===== src/rtl/debounce_pkg.sv =====
// Shared definitions for the debounce bank: clock default, ms->cycle helper,
// and the per-channel event encoding used between comb and registered logic.
package debounce_pkg;

    localparam int unsigned DEBOUNCE_CLK_HZ = 50_000_000;

    typedef enum logic [1:0] {
        EV_NONE    = 2'd0,
        EV_PRESS   = 2'd1,
        EV_RELEASE = 2'd2
    } event_e;

    function automatic int unsigned ms_to_cycles(input longint unsigned clk_hz,
                                                 input longint unsigned ms);
        longint unsigned cycles;
        cycles = (clk_hz * ms) / 64'd1000;
        return 32'(cycles);
    endfunction

endpackage


===== src/rtl/debounce_channel.sv =====
// One debounced input: synchroniser, stability counter, level/strobe registers
// and, with DEBOUNCE_LONGPRESS_EN defined, a saturating long-press detector.
module debounce_channel
    import debounce_pkg::*;
#(
    parameter int DEBOUNCE_TIME   = 500000,
    parameter int SYNC_STAGES     = 2,
    parameter int ACTIVE_LOW      = 1,
    parameter int LONG_PRESS_TIME = 50000000
) (
    input  logic clk,
    input  logic rst,
    input  logic btn_i,
    output logic level_o,
    output logic press_o,
    output logic release_o,
    output logic long_o
);

    localparam int              CW       = $clog2(DEBOUNCE_TIME + 1);
    localparam logic [CW-1:0]   CNT_LAST = CW'(DEBOUNCE_TIME - 1);
    localparam logic            IDLE_LVL = (ACTIVE_LOW != 0);

    if (DEBOUNCE_TIME < 1 || SYNC_STAGES < 2 || LONG_PRESS_TIME < 1) begin : g_bad_param
        $error("debounce_channel: DEBOUNCE_TIME>=1, SYNC_STAGES>=2, LONG_PRESS_TIME>=1 required");
    end

    logic [SYNC_STAGES-1:0] sync_q;
    logic [CW-1:0]          cnt_q, cnt_d;
    logic                   level_q, level_d;
    logic                   press_q, release_q;
    logic                   sample;
    event_e                 ev_d;

    assign sample = (ACTIVE_LOW != 0) ? ~sync_q[SYNC_STAGES-1] : sync_q[SYNC_STAGES-1];

    // A disagreement must persist DEBOUNCE_TIME consecutive cycles; any agreement restarts it.
    always_comb begin
        cnt_d   = '0;
        level_d = level_q;
        ev_d    = EV_NONE;
        if (sample != level_q) begin
            if (cnt_q == CNT_LAST) begin
                level_d = sample;
                ev_d    = sample ? EV_PRESS : EV_RELEASE;
            end else begin
                cnt_d = cnt_q + 1'b1;
            end
        end
    end

    always_ff @(posedge clk) begin
        if (rst) begin
            sync_q    <= {SYNC_STAGES{IDLE_LVL}};
            cnt_q     <= '0;
            level_q   <= 1'b0;
            press_q   <= 1'b0;
            release_q <= 1'b0;
        end else begin
            sync_q    <= {sync_q[SYNC_STAGES-2:0], btn_i};
            cnt_q     <= cnt_d;
            level_q   <= level_d;
            press_q   <= (ev_d == EV_PRESS);
            release_q <= (ev_d == EV_RELEASE);
        end
    end

    assign level_o   = level_q;
    assign press_o   = press_q;
    assign release_o = release_q;

`ifdef DEBOUNCE_LONGPRESS_EN
    localparam int            LW        = $clog2(LONG_PRESS_TIME + 1);
    localparam logic [LW-1:0] LONG_LAST = LW'(LONG_PRESS_TIME - 1);

    logic [LW-1:0] long_cnt_q;
    logic          long_q;

    // Counter parks one past the firing value so the strobe happens once per press.
    always_ff @(posedge clk) begin
        if (rst) begin
            long_cnt_q <= '0;
            long_q     <= 1'b0;
        end else begin
            long_q <= 1'b0;
            if (!level_q) begin
                long_cnt_q <= '0;
            end else if (long_cnt_q < LONG_LAST) begin
                long_cnt_q <= long_cnt_q + 1'b1;
            end else if (long_cnt_q == LONG_LAST) begin
                long_q     <= 1'b1;
                long_cnt_q <= long_cnt_q + 1'b1;
            end
        end
    end

    assign long_o = long_q;
`else
    assign long_o = 1'b0;
`endif

endmodule


===== src/rtl/debounce_bank.sv =====
// N_CH independent debounce channels for the GPIO buttons/switches.
// Define DEBOUNCE_LONGPRESS_EN to build the long-press detectors.
module debounce_bank
    import debounce_pkg::*;
#(
    parameter int N_CH            = 4,
    parameter int DEBOUNCE_TIME   = int'(ms_to_cycles(DEBOUNCE_CLK_HZ, 10)),
    parameter int SYNC_STAGES     = 2,
    parameter int ACTIVE_LOW      = 1,
    parameter int LONG_PRESS_TIME = int'(ms_to_cycles(DEBOUNCE_CLK_HZ, 1000))
) (
    input  logic            clk,
    input  logic            rst,
    input  logic [N_CH-1:0] btn_in,
    output logic [N_CH-1:0] btn_level,
    output logic [N_CH-1:0] btn_press,
    output logic [N_CH-1:0] btn_release,
    output logic [N_CH-1:0] btn_long
);

    for (genvar g = 0; g < N_CH; g++) begin : g_ch
        debounce_channel #(
            .DEBOUNCE_TIME   (DEBOUNCE_TIME),
            .SYNC_STAGES     (SYNC_STAGES),
            .ACTIVE_LOW      (ACTIVE_LOW),
            .LONG_PRESS_TIME (LONG_PRESS_TIME)
        ) u_ch (
            .clk       (clk),
            .rst       (rst),
            .btn_i     (btn_in[g]),
            .level_o   (btn_level[g]),
            .press_o   (btn_press[g]),
            .release_o (btn_release[g]),
            .long_o    (btn_long[g])
        );
    end

endmodule


===== config.mk =====
export PLATFORM = sky130hd
export DESIGN_NAME = debounce_bank
export DESIGN_NICKNAME = d
export VERILOG_FILES = /design/src/rtl/debounce_pkg.sv /design/src/rtl/debounce_channel.sv /design/src/rtl/debounce_bank.sv
export SDC_FILE = /design/constraint.sdc
export NUM_CORES = 1
export LEC_CHECK = 0
export ABC_AREA = 1
export CAP_MARGIN = 20
export CORE_UTILIZATION = 50
export CTS_BUF_LIST = sky130_fd_sc_hd__clkbuf_16
export DETAILED_ROUTE_END_ITERATION = 16
export PLACE_DENSITY = 0.76
export SLEW_MARGIN = 30
export SYNTH_ARGS = -nofsm -noshare
export SYNTH_HDL_FRONTEND = slang
export SYNTH_SLANG_ARGS = --single-unit

===== constraint.sdc =====
create_clock -name clk -period 3 [get_ports clk]
set_clock_uncertainty 0.15 [all_clocks]
set_input_delay 0.6 -clock clk [delete_from_list [all_inputs] [get_ports clk]]
set_output_delay 0.6 -clock clk [all_outputs]
set_load 0.03 [all_outputs]

==> run_results.csv <==
group,metric,value,unit
run_status,status,"completed",
clock_tree,cts.sinks,96,
clock_tree,post_cts_resized,0,
final_layout,final_area,5250,µm²
yosys,netlist_top_cells_count,"162 x nand2_1, 136 x nor2_1, 96 x dfxtp_1",
yosys,postSynthCellCount,688,
place,placed_area,4990,µm²
yosys,synthTopCellsByArea,"dfxtp_1 40%, nand2_1 13%, nor2_1 11%",
final_layout,num_antenna_cells,0,
sta,finalCritPeriodShare,72.9,%
clock_tree,clockRootBuffer,"clkbuf_16",
power,p_per_area,447,nW/µm²
yosys,synth_cell_types,31,
drt,wl,9.01,mm
sta,tns,0,ns
grt,gr-total-overflow,0,
place,io_buffer_count,17,
floorplan,die_height,100,µm
critical_path,slowest_stage,"clkdlybuf4s50_1",
floorplan,num_rows,35,
yosys,avgSynthCellArea,7.00,µm²
sta,rsz0062_at_grt,"no",
place,gp_routability_congestion,0.900,
drt,drtAntennaViolNets,0,
drt,vias_per_cell,4.91,
critical_path,cp.arrival,1.44,ns
sta,finalHoldViolCount,0,
grt,grt_start_max_net_pins,20,
yosys,synthArstFlopShare,0,%
drt,drtIter0Drc,190,
final_layout,fill_cells,891,
clock_tree,htreeDepth,3,
floorplan,die-area,10000,µm²
min_path,hp-class,"register to register",
place,dp_hpwl,6.71,mm
grt,antenna_found_initial,0,
floorplan,io_pins,22,
critical_path,cp_max_fo,4,
final_layout,multiInputGateArea,2450,µm²
critical_path,cpPeakStageDelay,0.70,ns
grt,grt_pass1_vias,3819,
clock_tree,cts_hold_buf,0,
drt,drt_pass1_iterations,6,
clock_tree,tritoncts,"done",
power,ir_drop,295,µV
power,power_leakage,1.75,nW
sta,setup_viol,0,
clock_tree,cts_made_buffers,9,
grt,grt_pass1_wl,15.7,mm
clock_tree,clock_path_buffers,2,
drt,vias,4079,
critical_path,crit_path_end_kind,"output pin",
critical_path,path_class,"register to output pin",
drt,routedWlPerCell,10.8,µm
yosys,synth_edf_count,0,
yosys,synth-seq-cells,96,
yosys,synth_seq_area_share,39.9,%
grt,grt_usage,19.2,%
critical_path,worst_setup_path_start_kind,"register",
sta,period_needed,2.19,ns
run,max_cap_violations,0,
yosys,yosys_warnings,0,
final_layout,drive_gt1_share,9.69,%
yosys,synth_ff_type,"dfxtp_1",
yosys,synth.top_cell.area_share,39.9,%
final_layout,register_area,1920,µm²
clock_tree,insertion_delay,0.34,ns
sta,hold_ws,0.258,ns
sta,slew_violations,0,
critical_path,crit_required,2.25,ns
final_layout,nNetsFinal,708,
yosys,yosysTopAreaCell,"dfxtp_1",
clock_tree,clkTransAtPathRegs,0.06,ns
yosys,yosysMostFrequentCell,"nand2_1",
floorplan,die_x,100,µm
final_layout,syn2layout_area_growth,9.01,%
drt,drc,0,
critical_path,crit_family,"buffers and inverters",
clock_tree,cts_setup_buffers,0,
yosys,syn-cell-area,4820,µm²
critical_path,cp_cell_sequence,"clkdlybuf4s50_1",
critical_path,path_buf_inv,1,
floorplan,core,9280,µm²
floorplan,start_util,51.9,%
sta,fmax,0.457,GHz
[report_power, final]
| part | leakage [nW] | internal (mW) | switching [mW] | total [mW] |
|---|---|---|---|---|
| Combinational | 0.855 | 0.0139 | 0.0257 | 0.0396 |
| Clock | 0.123 | 0.553 | 0.473 | 1.03 |
| Sequential | 0.775 | 1.28 | 0.00412 | 1.28 |
[metal layers]
layer / vias to the layer above / global-route usage (%) / part of all wire, %
met2: 73 / 34.4 / 48
li1: 2144 / - / -
met1: 1842 / 22.2 / 47
met3: 20 / 3.41 / 3.6
met4: 0 / 9.36 / 2.3
met5: - / 0 / 0
[stage by stage]
step | total power [mW] | worst slack (ns) | utilization (%) | cells
after detailed placement | 1.35 | 0.890 | 53.8 | 816
final | 2.35 | 0.812 | 56.6 | 831
after global placement | 1.35 | 0.910 | 53.8 | 816
after global routing | 2.43 | 0.751 | 56.6 | 831
after floorplan | 1.35 | 1.43 | - | 691
after CTS | 2.37 | 0.795 | 56.6 | 831
[state kept, by name, summed over array words and instances (netlist names)]
name / cells
g_ch.u_ch.cnt_q: 76
g_ch.u_ch.release_o: 4
g_ch.u_ch.level_o: 4
g_ch.u_ch.sync_q: 8
g_ch.u_ch.press_o: 4
[final timing paths]
| check | start | endpoint | slack [ns] | cells past startpoint |
|---|---|---|---|---|
| setup / recovery | g_ch[2].u_ch.level_o | btn_level[2] | 0.81 | 1 |
| setup reg to reg | g_ch[1].u_ch.cnt_q[0] | g_ch[1].u_ch.cnt_q[14] | 1.24 | 6 |
| hold reg to reg | g_ch[0].u_ch.sync_q[0] | g_ch[0].u_ch.sync_q[1] | 0.26 | 1 |
| hold / removal | g_ch[0].u_ch.sync_q[0] | g_ch[0].u_ch.sync_q[1] | 0.26 | 1 |
[cell usage in the layout, fill, tap and decap left out, types with 7 or more instances in the layout]
cell,netlist,routed
nand4_1,17,17
or2_2,8,8
nor2_2,24,24
a21oi_1,24,24
inv_1,70,70
clkbuf_16,0,9
xnor2_1,11,11
nand3_2,7,7
o21ai_0,7,7
nand2_1,162,162
clkdlybuf4s50_1,0,17
dfxtp_1,96,96
nor3_1,9,9
xor2_1,25,25
nor2_1,136,136
nand3_1,36,36
[kinds of logic (layout without fill, tap and decap cells)]
| group | count (synthesis) | in the layout | synth area share (%) |
|---|---|---|---|
| flops | 96 | 96 | 39.9 |
| fa+ha+maj | 4 | 4 | 1.04 |
| simple gates | 421 | 421 | 39.5 |
| xor+xnor | 36 | 36 | 6.54 |
| buf+inv | 96 | 107 | 9.45 |
| other cells | 1 | 4 | 0.0778 |
| compound gates | 34 | 34 | 3.53 |
[cell type report]
cell class | instances | share of cell area [%]
tap | 129 | 3.07
clock inverter | 6 | 0.691
timing repair buffer | 18 | 3.38
inverter | 74 | 5.29
clock buffer | 9 | 4.29
sequential | 96 | 36.6
multi-input combinational | 499 | 46.7
[worst register-to-register path: stages, from the launching register on]
cell	delay (ns)
dfxtp_1	0.44
ha_1	0.29
nand3_2	0.15
inv_2	0.12
nand3_1	0.09
nand2_2	0.29
a21oi_1	0.10
No activity file was read; power rests on OpenSTA's default activity.
